$ cat src/rtl/led_pattern_sched.sv
// Round-robin scheduler that shares one board LED among N_REQ requesters.
// A granted requester's pattern is latched and played MSB-first, one bit per
// DIV clocks. An optional LED-off gap follows, then the block re-arbitrates
// starting from the requester after the last owner.
module led_pattern_sched #(
    parameter int CLK_HZ    = 24000000,
    parameter int TICK_HZ   = 8,
    parameter int N_REQ     = 4,
    parameter int PAT_W     = 16,
    parameter int GAP_TICKS = 4
) (
    input  logic                   clk,
    input  logic                   reset_n,
    input  logic [N_REQ-1:0]       req,
    input  logic [N_REQ*PAT_W-1:0] pat,
    output logic [N_REQ-1:0]       grant,
    output logic [N_REQ-1:0]       done,
    output logic                   busy,
    output logic                   led_out,
    output logic [1:0]             state_dbg
);

    // Request/grant handshake: req[i] is a level that acts as "valid". The
    // one-cycle grant[i] pulse acts as "ready" and marks the cycle in which
    // pat[i] was captured. After the grant, both req[i] and pat[i] are ignored
    // until the matching done[i] pulse. A requester that wants another turn
    // keeps req[i] high and is re-arbitrated with the lowest priority.

    localparam int DIV   = CLK_HZ / TICK_HZ;
    localparam int PRE_W = $clog2(DIV);
    localparam int BIT_W = $clog2(PAT_W + 1);
    localparam int GAP_W = (GAP_TICKS > 1) ? $clog2(GAP_TICKS) : 1;
    localparam int PTR_W = $clog2(N_REQ);

    localparam logic [PRE_W-1:0] PRE_LAST = PRE_W'(DIV - 1);
    localparam logic [BIT_W-1:0] BIT_END  = BIT_W'(PAT_W);
    localparam logic [GAP_W-1:0] GAP_LAST = GAP_W'((GAP_TICKS > 0) ? GAP_TICKS - 1 : 0);
    localparam logic [PTR_W-1:0] PTR_LAST = PTR_W'(N_REQ - 1);
    localparam logic [N_REQ-1:0] ONE_HOT0 = N_REQ'(1);

    localparam logic [1:0] S_IDLE = 2'd0;
    localparam logic [1:0] S_PLAY = 2'd1;
    localparam logic [1:0] S_GAP  = 2'd2;

    logic [1:0]       state;
    logic [PRE_W-1:0] presc;
    logic             tick;
    logic [BIT_W-1:0] bit_idx;
    logic [GAP_W-1:0] gap_cnt;
    logic [PAT_W-1:0] shreg;
    logic [PTR_W-1:0] owner;
    logic [PTR_W-1:0] rr_ptr;
    logic [PTR_W-1:0] owner_next;
    logic [PTR_W-1:0] pick;
    logic [PTR_W-1:0] scan_idx;
    logic             any_req;
    logic [PAT_W-1:0] pat_arr [N_REQ];

    assign tick       = (presc == PRE_LAST);
    assign busy       = (state == S_PLAY) || (state == S_GAP);
    assign state_dbg  = state;
    assign owner_next = (owner == PTR_LAST) ? '0 : owner + 1'b1;

    // Split the flat pattern bus into one word per requester.
    always_comb begin
        for (int i = 0; i < N_REQ; i++) begin
            pat_arr[i] = pat[i*PAT_W +: PAT_W];
        end
    end

    // Pick the first asserted request at or after rr_ptr. The scan runs from
    // the farthest offset down so the closest hit is the one that sticks.
    always_comb begin
        any_req  = 1'b0;
        pick     = '0;
        scan_idx = '0;
        for (int k = N_REQ - 1; k >= 0; k--) begin
            scan_idx = PTR_W'((int'(rr_ptr) + k) % N_REQ);
            if (req[scan_idx]) begin
                any_req = 1'b1;
                pick    = scan_idx;
            end
        end
    end

    // Bit-rate prescaler: free-runs in PLAY/GAP and holds at zero in IDLE,
    // so every pattern starts with a full-length first bit.
    always_ff @(posedge clk or negedge reset_n) begin
        if (!reset_n) begin
            presc <= '0;
        end else if (state == S_IDLE || tick) begin
            presc <= '0;
        end else begin
            presc <= presc + 1'b1;
        end
    end

    // Scheduler FSM: arbitrate, shift the latched pattern out, then hold the
    // LED dark for the gap before handing over.
    always_ff @(posedge clk or negedge reset_n) begin
        if (!reset_n) begin
            state   <= S_IDLE;
            led_out <= 1'b0;
            grant   <= '0;
            done    <= '0;
            bit_idx <= '0;
            gap_cnt <= '0;
            shreg   <= '0;
            owner   <= '0;
            rr_ptr  <= '0;
        end else begin
            grant <= '0;
            done  <= '0;
            case (state)
                S_IDLE: begin
                    if (any_req) begin
                        grant   <= ONE_HOT0 << pick;
                        shreg   <= pat_arr[pick];
                        led_out <= pat_arr[pick][PAT_W-1];
                        bit_idx <= BIT_W'(1);
                        owner   <= pick;
                        state   <= S_PLAY;
                    end
                end
                S_PLAY: begin
                    if (tick) begin
                        if (bit_idx != BIT_END) begin
                            // shreg[PAT_W-2] always holds the next bit to show.
                            led_out <= shreg[PAT_W-2];
                            shreg   <= {shreg[PAT_W-2:0], 1'b0};
                            bit_idx <= bit_idx + 1'b1;
                        end else begin
                            led_out <= 1'b0;
                            gap_cnt <= '0;
                            if (GAP_TICKS == 0) begin
                                done   <= ONE_HOT0 << owner;
                                rr_ptr <= owner_next;
                                state  <= S_IDLE;
                            end else begin
                                state <= S_GAP;
                            end
                        end
                    end
                end
                S_GAP: begin
                    led_out <= 1'b0;
                    if (tick) begin
                        if (gap_cnt == GAP_LAST) begin
                            done   <= ONE_HOT0 << owner;
                            rr_ptr <= owner_next;
                            state  <= S_IDLE;
                        end else begin
                            gap_cnt <= gap_cnt + 1'b1;
                        end
                    end
                end
                default: begin
                    led_out <= 1'b0;
                    state   <= S_IDLE;
                end
            endcase
        end
    end

endmodule

$ cat config.mk
export PLATFORM = sky130hd
export DESIGN_NAME = led_pattern_sched
export DESIGN_NICKNAME = d
export VERILOG_FILES = /design/src/rtl/led_pattern_sched.sv
export SDC_FILE = /design/constraint.sdc
export NUM_CORES = 1
export LEC_CHECK = 0
export CAP_MARGIN = 10
export CORE_MARGIN = 8
export CORE_UTILIZATION = 46
export CTS_CLUSTER_DIAMETER = 100
export DETAILED_ROUTE_END_ITERATION = 10
export PLACE_DENSITY = 0.77
export SYNTH_ARGS = -nofsm -noshare
export SYNTH_HDL_FRONTEND = slang
export SYNTH_SLANG_ARGS = --single-unit
export TNS_END_PERCENT = 10
$ cat constraint.sdc
create_clock -name clk -period 2 [get_ports clk]
set_input_delay 0.3 -clock clk [delete_from_list [all_inputs] [get_ports clk]]
set_output_delay 0.3 -clock clk [all_outputs]
set_load 0.03 [all_outputs]
# After elaboration in Yosys (flattened, before gate mapping)
# Cells that the tools add are included.
totals:
  in_bits: 70
  register_bits: 59
  wordCells: 98
  out_inout_bits: 12
classes:
  addsub: 7
  shift: 2
  order_cmp: 5
  n_mux: 49
  eq_ne: 13
  reduce_logical: 11
  bitwise_logic: 1
ops:
  columns: ["cell", "n"]
  rows:
  - ["2-to-1 mux 15 bit", 3]
  - ["binary-select mux 16 bit (select 2 bit)", 1]
  - ["2-to-1 mux 16 bit", 2]
  - ["case mux 15 bit (2 select lines)", 1]
  - ["2-to-1 mux 2 bit", 14]
  - ["adder 22 x 1 -> 22 bit (second input constant)", 1]
  - ["equality test 22 bit (second input constant)", 1]
  - ["2-to-1 mux 22 bit", 1]
  - ["2-to-1 mux 4 bit", 5]
  - ["2-to-1 mux 5 bit", 3]
  - ["< comparator 2 x 3 -> 1 bit (second input constant)", 4]
  - ["2-to-1 mux 1 bit", 11]
  - ["!= test 2 bit (second input constant)", 5]
  - ["case mux 5 bit (2 select lines)", 1]
  - ["AND reduction 5 bit", 2]
  - ["binary-select mux 1 bit (select 2 bit)", 4]
  - ["<< shifter 1 x 2 -> 4 bit (first input constant)", 2]
  - ["adder 2 x 1 -> 2 bit (second input constant)", 3]
  - ["equality test 2 bit (second input constant)", 3]
  - ["case mux 2 bit (3 select lines)", 1]
  - ["adder 5 x 1 -> 5 bit (second input constant)", 1]
  - ["!= test 5 bit (second input constant)", 1]
  - ["adder 2 bit (second input constant)", 2]
  - ["!= test 2 x 1 -> 1 bit (second input constant)", 2]
  - ["other kinds (11)", 14]

# Depth between registers and ports, before layout
# Gate-level depths: netlist of the first run.
logic_depth:
  depth_word: 13
  mapped_depth: 10
  depth_no_buf: 8

# Worst setup path before layout of the first run
# OpenSTA, ideal clock, no wires.
synth_timing:
  kind: "flip-flop to flip-flop"
  from: "reg presc[0]"
  to: "reg bit_idx[4]"
  path_stages_with_launch: 9
  arrival_ns: 1.854
  n_path_buf: 1
  setup_slack_ns: 0.069
  setup_time_ns: 0.078
  synth_period_minus_slack_ns: 1.931
  required_ns: 1.922
  path_cell_list: "dfrtp_1 > ha_1 > and4_1 > nand2_1 > o32ai_2 > nand2_1 > buf_6 > or3_1 > a21oi_1"
synth_via:
  elab_chain_len: 3
synth_rtl:
  columns: ["item", "line_no", "text"]
  rows:
  - ["from (decl)", "46", "logic [PRE_W-1:0] presc;"]
  - ["from (signal assigned)", "94", "presc <= presc + 1'b1;"]
  - ["equality test 22 bit", "59", "assign tick = (presc == PRE_LAST);"]
  - ["!= test 2 bit (no source line)", null, null]
  - ["AND reduction 4 bit (no source line)", null, null]
  - ["to (signal assigned)", "131", "bit_idx <= bit_idx + 1'b1;"]
  - ["to (decl)", "48", "logic [BIT_W-1:0] bit_idx;"]
# Every way passes these cells.
# A chain may end at the register's enable or synchronous reset.

# Final worst setup path of the first run
layout_timing:
  from: "reg rr_ptr[1]"
  to: "reg shreg[8]"
layout_via:
  elab_chain_len: 13
  word_cells_on_any_way: 27
  classes_between: "3 x add/sub; 1 x eq/ne; 21 x mux; 1 x bitwise; 1 x reduce/logical"
layout_rtl:
  columns: ["item", "line_no", "text"]
  rows:
  - ["from (decl)", "52", "logic [PTR_W-1:0] rr_ptr;"]
  - ["from (signal assigned)", "137", "rr_ptr <= owner_next;"]
  - ["from (signal assigned)", "150", "rr_ptr <= owner_next;"]
  - ["adder 2 bit", "78", "scan_idx = PTR_W'((int'(rr_ptr) + k) % N_REQ);"]
  - ["binary-select mux 1 bit (select 2 bit)", "79", "if (req[scan_idx]) begin"]
  - ["2-to-1 mux 1 bit (implied by the code)", "79", null]
  - ["2-to-1 mux 2 bit (4 in a row)", "79", null]
  - ["inverter 2 -> 3 bit (implied by the code)", "118", "shreg <= pat_arr[pick];"]
  - ["binary-select mux 16 bit (select 2 bit)", "118", null]
  - ["2-to-1 mux 16 bit (2 in a row)", null, null]
  - ["2-to-1 mux 15 bit", "116", "if (any_req) begin"]
  - ["case mux 15 bit (2 select lines)", "114", "case (state)"]
  - ["to (signal assigned)", "118", null]
  - ["to (signal assigned)", "130", "shreg <= {shreg[PAT_W-2:0], 1'b0};"]
  - ["to (decl)", "50", "logic [PAT_W-1:0] shreg;"]
# Parallel ways exist; a longest one is shown, timed or not. The select of a mux whose other input is x is not followed.

==> out/summary.txt, run 1 <==
CTS clk-pin slew, worst paths - 60 ps
Total GRT Usage - 17.11%
Initial antenna violation count - 0
Area after DPL - 4691 µm²
ANT nets after route - 0
CTS Buf Count - 9
Worst EP arrival - 2160 ps
Filler Cell Count - 578
Slew headroom - 65.61%
Endpoints failing setup - 0
RSZ-0062 raised after global routing - true
Die width - 103.4 µm
Routed len/inst - 15.27 µm
EDFF count, synth - 0
Grt ovf - 0
I/O Buffers - 81
Worst r2r path cells - 8
Status - finished, final reports clean
Buf/Inv on CP - 2
DR WL met3 - 343 µm
Largest net degree at the start of global routing - 40
DP HPWL - 6681 µm
R2R setup slack - 50 ps
Top FF cell, synth - dfrtp_1
Layout area overhead - 40.90%
Post-Syn Nets - 440
Site Rows - 32
Crit share post-route - 97.68%
Skew final - 8.352 ps
Die area - 10690 µm²
Worst-path fanout max - 15
Vias per inst - 5.265
Gpl congestion - 0.8309
Clock sinks - 59
Async set-reset flop share out of synthesis - 100.0%
First-pass GRT wire length - 14340 µm
Post-Syn Instances - 359
Fin nets - 559
Clock latency on the worst-skew pair - 340 ps
Via count - 3080
Number of synthesized register bits - 59
Worst IR Drop VDD - 0.3395 mV
Worst path top cell family by delay - multiplexers
Min Tclk post-route - 1954 ps
1st-pass router iterations - 4
Vias in the first global route - 3162
CP max stage cell - dfrtp_2
Pre-CTS setup slack - -223.0 ps
Most frequent cells in the layout - 79 x clkdlybuf4s50_1, 58 x dfrtp_1, 38 x buf_4
Worst Setup End Kind - flip-flop
Lkg Pwr - 2.163 nW
Layout Cell Area excl Fill - 4949 µm²
Cells along the critical path - mux2i_1 > nor2_1 > nor3_2 > buf_4 > buf_12 > mux2i_4 > mux2_2 > o211ai_1
Max stage delay on crit path - 440 ps
Register area share after synthesis - 42.04%
CP Data Required Time - 2210 ps
Clk root buf - clkbuf_8
Hold WC Path Type - primary input to async pin
Layout cells sized above 1 - 19.46%
CP Launch Type - flip-flop
Post-synth cell types - 47
Levels on crit path - 8
CTS tree - built
Max-slew violations - 0
Fmax - 0.5119 GHz
Ant. Diodes - 0
Classification of the worst setup path - flip-flop to flip-flop
Commonest non-fill, non-tap cell in the layout - clkdlybuf4s50_1
I/O pin count - 82
Core box area - 7567 µm²
Highest metal layer with signal wires - met4
Worst-Margin Slew - 515.9 ps
Residual DRC count - 0
Max Cap Violations - 0
Reg2reg end - shreg[8]
Cell Pwr Density - 521.4 nW/µm²
Routed wl met2 - 4693 µm
Initial Utilization - 46.41%
Pwr Total - 2.580 mW
H-tree depth - 3
Fin worst setup slack - 46.31 ps
Post-synthesis instance area - 3512 µm²
YS warnings - 0
Die height - 103.4 µm
Fin. Hold Viols - 0
WL met1 - 3668 µm
Syn avg cell area - 9.783 µm²
Worst reg2reg startpoint - rr_ptr[1]
1st-iter DRT viols - 112
WL final - 8934 µm
Clk buf depth - 2
[worst max path at each step]
stage,start,to
after floorplan,presc[0],bit_idx[4]
after global placement,req[2],shreg[14]
after detailed placement,req[0],shreg[9]
after CTS,presc[12],bit_idx[3]
after global routing,bit_idx[1],shreg[10]
final,rr_ptr[1],shreg[8]
[through the flow]
| step | TNS [ps] | utilization [%] | hold slack (ps) | cells |
|---|---|---|---|---|
| 3_5_place_dp | -2972 | 61.99 | 308.3 | 564 |
| 3_3_place_gp | -2295 | 61.99 | 296.7 | 564 |
| 6_report | 0 | 65.39 | 468.6 | 585 |
| 4_1_cts | 0 | 64.45 | 476.6 | 581 |
| 2_1_floorplan | 0 | - | 4.409 | 359 |
| 5_1_grt | -1034 | 65.39 | 523.9 | 585 |
[logic make-up after synthesis]
group | after synthesis | synth area share, %
and+or+nand+nor | 142 | 20.27
DFF | 59 | 42.04
muxes | 52 | 15.43
AOI/OAI and AO/OA | 44 | 8.978
buffers and inverters | 32 | 4.631
xor gates and xnor gates | 19 | 4.738
adders and majority gates | 11 | 3.919
[cell type report]
cell class	instances	area [µm²]	share of cell area, %
sequential	59	1478	29.86
multi-input combinational	268	1916	38.71
tap	102	127.6	2.579
timing repair buffer	126	1202	24.30
clock inverter	2	10.01	0.2023
inverter	14	52.55	1.062
clock buffer	14	162.7	3.287
[timing repair]
| item | 4_1_cts | 5_1_grt |
|---|---|---|
| setup endpoints to repair | 4 | 24 |
| endpoints found under the hold margin | 20 | 0 |
| gates resized for setup | 4 | 10 |
| pin swaps | 0 | 8 |
| setup buffers | 0 | 4 |
| hold buffers | 1 | 0 |
[power by group]
| part | leakage [nW] | internal (mW) | switching (mW) |
|---|---|---|---|
| Combinational | 1.30 | 0.234 | 0.129 |
| Clock | 0.0905 | 0.515 | 0.456 |
| Sequential | 0.773 | 1.23 | 0.0196 |
[Yosys cell counts (all sizes together), types with 2 or more instances]
cell | n | area (µm²)
nand4 | 5 | 31.28
or2 | 2 | 12.51
dfrtp | 59 | 1476
o211ai | 15 | 112.6
nand2 | 39 | 146.4
xor2 | 12 | 105.1
nor4b | 2 | 23.77
xnor2 | 7 | 61.31
a22o | 3 | 26.28
nor4 | 3 | 25.02
and3 | 3 | 18.77
ha | 11 | 137.6
and4b | 2 | 20.02
nand3 | 24 | 120.1
nor2 | 37 | 138.9
clkbuf | 8 | 30.03
buf | 10 | 80.07
or3 | 3 | 18.77
and4 | 2 | 17.52
mux2i | 35 | 350.3
o21ai | 8 | 40.04
a21oi | 7 | 35.03
nand2b | 6 | 37.54
nor3 | 4 | 20.02
mux2 | 17 | 191.4
a31oi | 2 | 12.51
and2 | 2 | 12.51
o21a | 2 | 15.01
nor2b | 2 | 12.51
inv | 14 | 52.55
nor3b | 2 | 15.01
[sequential cells by signal, indices dropped and copies added, names as in the netlist]
signal	flops
shreg	15
done	4
grant	4
rr_ptr	2
bit_idx	5
led_out	1
state_dbg	2
owner	2
presc	22
gap_cnt	2
[worst register-to-register path, stage by stage (launching register included)]
cell	delay, ps
dfrtp_2	440
mux2i_1	240
nor2_1	80
nor3_2	220
buf_4	190
buf_12	170
mux2i_4	240
mux2_2	170
o211ai_1	80
[layer usage]
metal	GRT usage, %	up-vias
met1	20.46	1492
met2	28.85	74
met4	8.676	0
li1	-	1497
met5	0	-
met3	3.012	17
Power figures use the tool's default switching activity.
==> run 2: changes to the inputs <==
--- a/config.mk
+++ b/config.mk
@@ -7,10 +7,12 @@
 export LEC_CHECK = 0
 export CAP_MARGIN = 10
 export CORE_MARGIN = 8
-export CORE_UTILIZATION = 46
+export CORE_UTILIZATION = 52
+export CTS_BUF_LIST = sky130_fd_sc_hd__clkbuf_8
 export CTS_CLUSTER_DIAMETER = 100
 export DETAILED_ROUTE_END_ITERATION = 10
-export PLACE_DENSITY = 0.77
+export HOLD_SLACK_MARGIN = 0.05
+export PLACE_DENSITY = 0.83
 export SYNTH_ARGS = -nofsm -noshare
 export SYNTH_HDL_FRONTEND = slang
 export SYNTH_SLANG_ARGS = --single-unit
==> constraint.sdc (replaced) <==
create_clock -name clk -period 1.8 [get_ports clk]
set_input_delay 0.27 -clock clk [delete_from_list [all_inputs] [get_ports clk]]
set_output_delay 0.27 -clock clk [all_outputs]
set_load 0.03 [all_outputs]
==> run 2 against run 1 <==
  * The flow now finishes with violations (setup timing)
  * Sequential cell count stayed put
  * Clock power grew 10%
  * Clock skew up 4.5 ps
  * Register-to-register slack lost 200 ps
  * Sequential power rose by 11%
  * Die area fell by 9.8%
  * Highest routed layer unchanged
  * Combinational power up 17%
  * Fmax rose by 0.14%
  * Wire length grew 12%
==> out/summary.txt, run 2 (synthesis results as in run 1) <==
Status - finished with violations
Failing checks - setup timing
RSZ-0062 raised after global routing - true
Worst IR Drop VDD - 0.3707 mV
Grt ovf - 0
H-tree depth - 3
Largest register FFs - 22
Largest net degree at the start of global routing - 39
I/O Buffers - 81
Worst Setup End Kind - flip-flop
Residual DRC count - 0
Classification of the worst setup path - flip-flop to flip-flop
Via count - 3282
Most frequent cells in the layout - 78 x clkdlybuf4s50_1, 62 x buf_4, 57 x dfrtp_1
Ant. Diodes - 0
Clk root buf - clkbuf_8
Gpl congestion - 0.8643
1st-pass router iterations - 4
Biggest regs - presc (22), shreg (15), bit_idx (5)
Initial antenna violation count - 0
Lkg Pwr - 2.340 nW
CTS tree - built
Routed len/inst - 17.03 µm
Max stage delay on crit path - 430 ps
Die height - 98.19 µm
Setup tns final - -2005 ps
Clock latency on the worst-skew pair - 330 ps
1st-iter DRT viols - 174
Layout cells sized above 1 - 26.52%
Skew final - 12.84 ps
Max-slew violations - 0
Cell Pwr Density - 549.8 nW/µm²
First-pass GRT wire length - 15860 µm
Slew headroom - 65.90%
Fin worst setup slack - -151.0 ps
Crit share post-route - 108.4%
Buf/Inv on CP - 0
Worst-Margin Slew - 511.5 ps
Total GRT Usage - 19.97%
CP Launch Type - flip-flop
Vias per inst - 5.572
Register with the most flip-flops - presc
Endpoints failing setup - 29
Commonest non-fill, non-tap cell in the layout - clkdlybuf4s50_1
CTS Buf Count - 9
Clk buf depth - 2
Fin nets - 585
Vias in the first global route - 3421
Post-route core utilization - 78.30%
Min Tclk post-route - 1951 ps
CTS clk-pin slew, worst paths - 70 ps
Fin. Hold Viols - 0
Hold WC Path Type - primary input to async pin
Max Cap Violations - 0
CP max stage cell - dfrtp_1
Die area - 9640 µm²
Site Rows - 30
Core box area - 6681 µm²
Worst EP arrival - 2210 ps
Worst path top cell family by delay - simple AND/OR/NAND/NOR gates
WL final - 10030 µm
Die width - 98.19 µm
I/O pin count - 82
Worst-path fanout max - 5
Clock sinks - 59
CP Data Required Time - 2060 ps
DP HPWL - 7234 µm
Layout area overhead - 48.95%
Cells along the critical path - and4b_1 > nand4_1 > o32ai_4 > nand2_2 > or4_1 > nand2_1
Fmax - 0.5126 GHz
Initial Utilization - 52.57%
ANT nets after route - 0
[run 2: routing by layer]
| layer | global-route usage [%] | vias to the layer above | wire length, µm |
|---|---|---|---|
| li1 | - | 1551 | - |
| met1 | 22.05 | 1605 | 4074 |
| met2 | 36.88 | 100 | 5317 |
| met3 | 3.841 | 26 | 372 |
| met4 | 7.438 | 0 | 265 |
| met5 | 0 | - | 0 |
[run 2: per-stage QoR]
step / hold WS, ps / std cells / area, µm² / power (mW) / setup WS [ps]
2_1_floorplan: -25.59 / 359 / 3533 / 1.573 / -61.76
3_3_place_gp: 265.9 / 569 / 4896 / 1.812 / -320.3
3_5_place_dp: 267.9 / 569 / 4896 / 1.828 / -445.7
4_1_cts: 456.6 / 587 / 5119 / 2.879 / -162.3
5_1_grt: 508.9 / 589 / 5231 / 3.001 / -302.6
6_report: 446.4 / 589 / 5231 / 2.876 / -151.0
[run 2: what timing repair did]
item,4_1_cts,5_1_grt
endpoints found under the setup margin,31,36
setup buffers,1,2
resized for setup,12,24
pin swaps,4,15
hold buffers,1,0
endpoints found under the hold margin,21,0
cloned,0,0
[run 2: final cells by class]
class	count	area [µm²]
Inverter	14	52.55
Clock inverter	5	21.27
Tap cell	80	100.1
Fill cell	431	1450
Clock buffer	11	151.4
Multi-Input combinational cell	268	2014
Sequential cell	59	1479
Timing Repair Buffer	152	1413
[run 2: final timing paths]
check                           from          to  slack (ps)  cells after the start
min in group clk           shreg[11]   shreg[11]         510                      2
min                          reset_n     done[3]         450                      2
max reg2reg                presc[17]  bit_idx[3]        -150                      6
max                        presc[17]  bit_idx[3]        -150                      6
min reg2reg                shreg[11]   shreg[11]         510                      2
max in group asynchronous    reset_n  bit_idx[4]         770                      3
[run 2: report_power, final]
part           total, mW  leakage, nW  internal, mW  switching [mW]
registers           1.39        0.773          1.36          0.0235
clock network       1.07        0.103         0.555           0.510
logic              0.423         1.46         0.272           0.151
